==> config.mk <==
export PLATFORM = sky130hd
export DESIGN_NAME = ca_gen_sequencer
export DESIGN_NICKNAME = d
export VERILOG_FILES = /design/src/rtl/ca_pkg.sv /design/src/rtl/ca_next_gen.sv /design/src/rtl/ca_gen_sequencer.sv
export SDC_FILE = /design/constraint.sdc
export NUM_CORES = 1
export LEC_CHECK = 0
export BUFFER_PORTS_ARGS = -buffer_cell sky130_fd_sc_hd__buf_2
export CAP_MARGIN = 20
export CORE_MARGIN = 3
export CORE_UTILIZATION = 25
export DETAILED_ROUTE_END_ITERATION = 8
export SLEW_MARGIN = 10
export SYNTH_ARGS = -nofsm -noshare
export SYNTH_HDL_FRONTEND = slang
export SYNTH_HIERARCHICAL = 1
export SYNTH_SLANG_ARGS = --single-unit
export TNS_END_PERCENT = 5
==> constraint.sdc <==
create_clock -name clk -period 5.2 [get_ports clk]
set_input_delay 0.26 -clock clk [delete_from_list [all_inputs] [get_ports clk]]
set_output_delay 0.26 -clock clk [all_outputs]
set_load 0.02 [all_outputs]
==> src/rtl/ca_pkg.sv <==
// rtl/ca_pkg.sv - shared types and helpers for the cellular-automaton sequencer
package ca_pkg;

    localparam int ROWS_DEF = 60;
    localparam int COLS_DEF = 80;
    localparam int COLS_MAX = 128;

    typedef enum logic [2:0] {
        IDLE,
        COMMIT,
        FETCH,
        COMPUTE,
        DONE
    } state_t;

    function automatic logic [COLS_MAX-1:0] seed_line(input int col);
        logic [COLS_MAX-1:0] s;
        s = {{(COLS_MAX-1){1'b0}}, 1'b1} << col;
        return s;
    endfunction

    // Wolfram rule bit index: left neighbour is the MSB.
    function automatic logic [2:0] rule_index(input logic l, input logic c, input logic r);
        return {l, c, r};
    endfunction

endpackage

==> src/rtl/ca_next_gen.sv <==
// rtl/ca_next_gen.sv - combinational rule application across one wrapped row
module ca_next_gen
    import ca_pkg::*;
#(
    parameter int COLS = COLS_DEF
) (
    input  logic [COLS-1:0] cells,
    input  logic [7:0]      rule,
    output logic [COLS-1:0] nxt
);

    for (genvar i = 0; i < COLS; i++) begin : g_cell
        localparam int L = (i + COLS - 1) % COLS;
        localparam int R = (i + 1) % COLS;
        assign nxt[i] = rule[rule_index(cells[L], cells[i], cells[R])];
    end

endmodule

==> src/rtl/ca_gen_sequencer.sv <==
// rtl/ca_gen_sequencer.sv - fetches each row bit-serially, applies the rule, commits full lines
module ca_gen_sequencer
    import ca_pkg::*;
#(
    parameter int ROWS     = ROWS_DEF,
    parameter int COLS     = COLS_DEF,
    parameter int SEED_COL = 40
) (
    input  logic            clk,
    input  logic            rst,
    input  logic            start,
    input  logic [7:0]      rule,
    input  logic            vga_active,
    input  logic [6:0]      vga_row,
    input  logic [6:0]      vga_col,
    output logic [6:0]      mem_row,
    output logic [6:0]      mem_col,
    input  logic            mem_data,
    output logic [6:0]      rowW,
    output logic [COLS-1:0] dataW,
    output logic            busy,
    output logic            done
);

    localparam logic [COLS_MAX-1:0] SEED_FULL = seed_line(SEED_COL);
    localparam logic [COLS-1:0]     SEED      = SEED_FULL[COLS-1:0];
    localparam logic [6:0]          LAST_ROW  = 7'(ROWS - 1);
    localparam logic [6:0]          LAST_COL  = 7'(COLS - 1);
    localparam logic [6:0]          NUM_COLS  = 7'(COLS);

    state_t          state_q, state_d;
    logic [7:0]      rule_q;
    logic [6:0]      dst, src, col, iss_col;
    logic            iss_v;
    logic [COLS-1:0] cells;
    logic [COLS-1:0] nxt;
    logic            issue, commit_fire, accept;

    ca_next_gen #(.COLS(COLS)) u_next_gen (
        .cells (cells),
        .rule  (rule_q),
        .nxt   (nxt)
    );

    always_ff @(posedge clk) begin
        if (rst) state_q <= IDLE;
        else     state_q <= state_d;
    end

    always_comb begin
        state_d     = state_q;
        busy        = 1'b0;
        done        = 1'b0;
        issue       = 1'b0;
        commit_fire = 1'b0;
        accept      = 1'b0;
        mem_row     = vga_row;
        mem_col     = vga_col;
        case (state_q)
            IDLE: begin
                if (start) begin
                    accept  = 1'b1;
                    state_d = COMMIT;
                end
            end
            COMMIT: begin
                busy = 1'b1;
                // The image only writes when its read row differs from rowW.
                if (mem_row != rowW) begin
                    commit_fire = 1'b1;
                    state_d     = (dst == LAST_ROW) ? DONE : FETCH;
                end
            end
            FETCH: begin
                busy = 1'b1;
                if (!vga_active) begin
                    mem_row = src;
                    mem_col = col;
                    issue   = (col < NUM_COLS);
                end
                if (iss_v && iss_col == LAST_COL) state_d = COMPUTE;
            end
            COMPUTE: begin
                busy    = 1'b1;
                state_d = COMMIT;
            end
            DONE: begin
                done    = 1'b1;
                state_d = IDLE;
            end
            default: state_d = IDLE;
        endcase
    end

    always_ff @(posedge clk) begin
        if (rst) begin
            rule_q  <= 8'd0;
            rowW    <= 7'd0;
            dataW   <= SEED;
            dst     <= 7'd0;
            src     <= 7'd0;
            col     <= 7'd0;
            iss_v   <= 1'b0;
            iss_col <= 7'd0;
            cells   <= '0;
        end else begin
            // Capture tracks the delayed issue, so a read is kept even if the scanner grabs the port next cycle.
            iss_v <= issue;
            if (issue) begin
                iss_col <= col;
                col     <= col + 7'd1;
            end
            if (iss_v) cells[iss_col] <= mem_data;
            if (accept) begin
                rule_q <= rule;
                rowW   <= 7'd0;
                dataW  <= SEED;
                dst    <= 7'd0;
            end
            if (commit_fire && dst != LAST_ROW) begin
                src <= dst;
                dst <= dst + 7'd1;
                col <= 7'd0;
            end
            if (state_q == COMPUTE) begin
                dataW <= nxt;
                rowW  <= dst;
            end
        end
    end

endmodule

# Yosys cells after proc, flatten, opt, wreduce, memory -nomap -nowiden
# Cells that the tools add are included.
[totals] ff_bits=207 inputBits=27 out_inout_bits=103 wordCells=300
[op_classes] addsub=2 order_cmp=83 eq_ne=11 muxes=185 n_reduce_logical=9
[op_table] operator="$lt 3x4->1 const B" n=80
[op_table] operator="$bmux 1 s3" n=80
[op_table] operator="$mux 80" n=2
[op_table] operator="$mux 1" n=89
[op_table] operator="$bwmux 80" n=1
[op_table] operator="$mux 7" n=7
[op_table] operator="$add 7x1->7 const B" n=2
[op_table] operator="$mux 3" n=4
[op_table] operator="$pmux 3 s4" n=1
[op_table] operator="$lt 7x8->1 const B" n=1
[op_table] operator="$demux 1 s7" n=1
[op_table] operator="$eq 7x6->1 const B" n=1
[op_table] operator="$eq 7x7->1 const B" n=1
[op_table] operator="$ge 7x1->1 const B" n=1
[op_table] operator="$lt 7x7->1 const B" n=1
[op_table] operator="$ne 7x6->1 const B" n=1
[op_table] operator="$ne 7x7->1" n=1
[op_table] operator="$eq 3x2->1 const B" n=2
[op_table] operator="$ne 2x2->1 const B" n=3
[op_table] operator="$reduce_bool 2->1" n=2
[op_table] operator="$eq 3x1->1 const B" n=1
[op_table] operator="$eq 3x3->1 const B" n=1
[op_table] operator="$logic_and 1x1->1" n=3
[op_table] operator="$logic_not 3->1" n=1
[op_table] operator="other kinds (3)" n=3

# Logic depth before layout (Yosys ltp)
[depth] depth_word=5 depth_mapped=9

# Modules after synthesis
# Netlist, hierarchy kept.
[modules_own_cells] module="ca_gen_sequencer" n_inst=1 cells_per_inst=921 area_per_inst_um2=8120.3 seq_area_each_um2=4144.0
[modules_own_cells] module="ca_next_gen" n_inst=1 cells_per_inst=782 area_per_inst_um2=5398.9 seq_area_each_um2=0.0

# Least setup slack after synthesis
# Ideal clock, no wire load.
[synth_path] path_kind="reg-to-output" from="register state_q[0]" to="output mem_col[2]" arrival_time_ns=1.523 required_ns=4.940 path_slack_ns=3.417 stages_incl_launch_ff=6 cell_sequence="dfxtp_1 buf_4 nor4b_2 buf_2 buf_2 mux2_2"
[synth_between] elab_chain_cells=2
[synth_lines] item="start: declaration" line_no="ca_gen_sequencer.sv:31" source="state_t state_q, state_d;"
[synth_lines] item="start signal: assignment" line_no="ca_gen_sequencer.sv:47" source="else state_q <= state_d;"
[synth_lines] item="$eq 3x2->1" line_no="ca_gen_sequencer.sv:59" source="case (state_q)"
[synth_lines] item="$mux 7" line_no="ca_gen_sequencer.sv:59"
[synth_lines] item="end: declaration" line_no="ca_gen_sequencer.sv:17" source="output logic [6:0] mem_col,"
# No other way between the ends.

# Worst setup path after layout
[layout_path] from="register state_q[2]" to="register dataW[4]"
[layout_between] elab_chain_cells=3 elab_cells_between_ends=5 cone_classes="eq/ne: 1; mux: 2; reduce/logical: 2"
[layout_lines] item="$logic_not 3->1" line_no="ca_gen_sequencer.sv:59"
[layout_lines] item="$mux 1" line_no="ca_gen_sequencer.sv:59"
[layout_lines] item="$reduce_bool 2->1 (no source line)"
[layout_lines] item="end signal: assignment" line_no="ca_gen_sequencer.sv:126" source="dataW <= nxt;"
[layout_lines] item="end: declaration" line_no="ca_gen_sequencer.sv:20" source="output logic [COLS-1:0] dataW,"
# Parallel ways exist; a longest one is shown, timed or not.
# A chain may end at the register's enable or synchronous reset.

==> flow_summary.yaml <==
outcome:
  status: "complete, no violations"
synthesis:
  synth-seq-cells: 207
  synth_warnings: 6
  async_flop_share_pct: 0
  synth-simple-area-share_pct: 26.6
  synth.area.top_cells: "dfxtp_1, a2111oi_0, a22oi_1"
  synthDistinctLibCells: 57
  ys_seq_area_share_pct: 30.7
  synth_ff_type: "dfxtp_1"
  synth_largest_area_cell: "dfxtp_1"
  synth_cells: 1703
  synthAdderAreaFrac_pct: 0.185
  synth_compound_area_share_pct: 27.9
  syn_area_um2: 13500
  synth_top_cell_area_share_pct: 30.7
  syn_avg_cell_area_um2: 7.94
  syn_nets: 1732
  synth.mux.area_fraction_pct: 5.76
  synth_top_family_by_area: "compound AO/OA/AOI/OAI gates"
  synth-edff-count: 0
  synthXorXnorAreaFrac_pct: 0.777
sta:
  setup_viol: 0
  slew_headroom_pct: 19.1
  fin_ws_ns: 2.25
  min_period_over_period_pct: 56.7
  rsz0062_at_grt: "no"
  fin_crit_ns: 2.95
  skew_ns: 0.0131
  hold_viol_final: 0
  tns_ns: 0
  tightestPinTransition_ns: 1.21
  fmax_mhz: 339
  finalMaxSlewViolations: 0
cts:
  cts.sinks: 207
  clk_pin_slew_ns: 0.06
  cts_setup_buffers: 0
  cts_made_buffers: 26
  clockBufferDepth: 3
  worstSkewPairLatency_ns: 0.54
  cts-root-buf: "clkbuf_16"
  cts_tree: "done"
  cts_max_level: 1
global_route:
  grt_pass1_wl_mm: 72.3
  antenna_found_initial: 1
  grt_max_degree: 150
  grt_pass1_vias: 12700
  track_usage_pct: 15.3
  grt.overflow.total: 0
setup_path:
  cp.required_ns: 5.67
  reg2reg_depth: 6
  worstPathArrival_ns: 3.42
  start_kind: "flop"
  end_kind: "flop"
  r2r-start: "state_q[2]"
  cp_max_fo: 89
  criticalPathCategory: "reg2reg"
  crit_start: "state_q[2]"
final_layout:
  multi_input_area_um2: 8290
  layout.cells.non_filler: 2421
  nNetsFinal: 1742
  fin_util_pct: 29.1
  register_area_um2: 4160
  fin_area_um2: 15400
  num_antenna_cells: 0
  syn_to_final_growth_pct: 14.1
  n_fill_cell: 5550
  final_common_cell: "a2111oi_0"
  final_cell_mix: "a2111oi_0, dfxtp_1, buf_2"
  layout-drive-gt1-share_pct: 14.3
floorplan:
  die_w_um: 239
  initial_utilization_pct: 25.5
  io_pins: 130
  core_um2: 53100
  die_h_um: 239
  dieArea_um2: 56900
  num_rows: 84
routing:
  wl_per_cell_um: 19.0
  remaining_drc_errors: 0
  vias: 13700
  postRouteAntennaNets: 0
  dr.pass1.iters: 6
  drt-total-wl_mm: 46.0
  routed_via_density: 5.66
  drtIter0Drc: 1493
place:
  dp_hpwl_mm: 28.7
  preCtsSetupSlack_ns: 2.22
  numPortBuffers: 129
  placed_cell_area_um2: 14300
  routabilityCongestion: 0.805
  place_inst: 2361
power:
  leakage_nw: 5.16
  p_per_area_nw_per_um2: 265
  ir_drop_mv: 0.211
run:
  max-cap-violations: 0
worst_hold_path:
  hold_path.startpoint: "rst"
  hold_class: "in2reg"
  hold-path-cell-count: 2
-- where the power goes --
group / leakage, nW / switching, mW / internal (mW)
Sequential: 1.67 / 0.0844 / 1.60
Combinational: 3.02 / 0.256 / 0.154
Clock: 0.463 / 0.746 / 1.24
Total: 5.16 / 1.09 / 2.99
-- per-layer routing --
metal | wire, um | up-vias | part of all wire (%) | GRT usage, %
met4 | 822 | 2 | 1.8 | 3.43
met3 | 3080 | 73 | 6.7 | 2.53
met1 | 21100 | 6616 | 46 | 21.6
met5 | 20 | - | 0.043 | 0
met2 | 21000 | 545 | 46 | 24.5
li1 | - | 6457 | - | -
-- cells by family after synthesis --
| kind of cell | Yosys count |
|---|---|
| xor gates and xnor gates | 12 |
| DFF | 207 |
| muxes | 50 |
| AOI/OAI and AO/OA | 525 |
| buffers and inverters | 251 |
| and+or+nand+nor | 656 |
| adders and majority gates | 2 |
-- registers in the layout, indices dropped and copies added (netlist names) --
| register | cells |
|---|---|
| iss_v | 1 |
| rowW | 7 |
| cells | 80 |
| col | 7 |
| dataW | 80 |
| rule_q | 8 |
| dst | 7 |
| iss_col | 7 |
| src | 7 |
| state_q | 3 |
-- synthesized netlist by cell type, types with 5 or more instances --
library cell	instances
xor2_1	11
mux4_2	20
mux2_2	14
a21boi_0	35
clkbuf_2	28
inv_1	81
a22oi_1	87
nand3_1	88
mux2i_1	14
nor3_1	6
nand2b_1	82
buf_6	6
a2111oi_0	210
clkbuf_1	87
nor2_1	124
buf_4	8
a21oi_1	94
nor4_1	70
nor3_2	5
buf_2	39
dfxtp_1	207
and3_1	76
nand2_1	67
o21ai_0	88
nor2b_1	79
and2_1	37
-- worst paths after layout --
check / slack, ns / endpoint
worst max-delay path: 2.25 / dataW[4]
worst min-delay path: 0.04 / src[0]
worst max register to register: 2.25 / dataW[4]
worst min register to register: 0.50 / dataW[30]
-- stage by stage --
step	total power [mW]	hold slack (ns)
floorplan	2.00	0.396
global placement	2.10	0.479
detailed placement	2.12	0.483
CTS	4.11	0.218
global route	4.22	0.0418
finish	4.08	0.0372
-- worst max-delay path, cell delays in order, from the launching register on --
cell and delay [ns]:
dfxtp_1 0.51, inv_2 0.10, and3_4 0.45, nor2_4 0.92, buf_4 0.56, a22oi_1 0.13, nor2_1 0.13
-- what timing repair did --
| item | CTS | global route |
|---|---|---|
| gates resized for setup | 0 | 0 |
| hold endpoints to repair | 8 | 0 |
| hold buffers | 8 | 0 |
-- cell type report --
cell class	count	area share, %
Multi-Input combinational cell	1245	53.7
Sequential cell	207	27.0
Timing Repair Buffer	151	5.61
Tap cell	688	5.58
Clock buffer	37	5.08
Inverter	82	2.00
Clock inverter	11	1.04
Power figures use the tool's default switching activity.
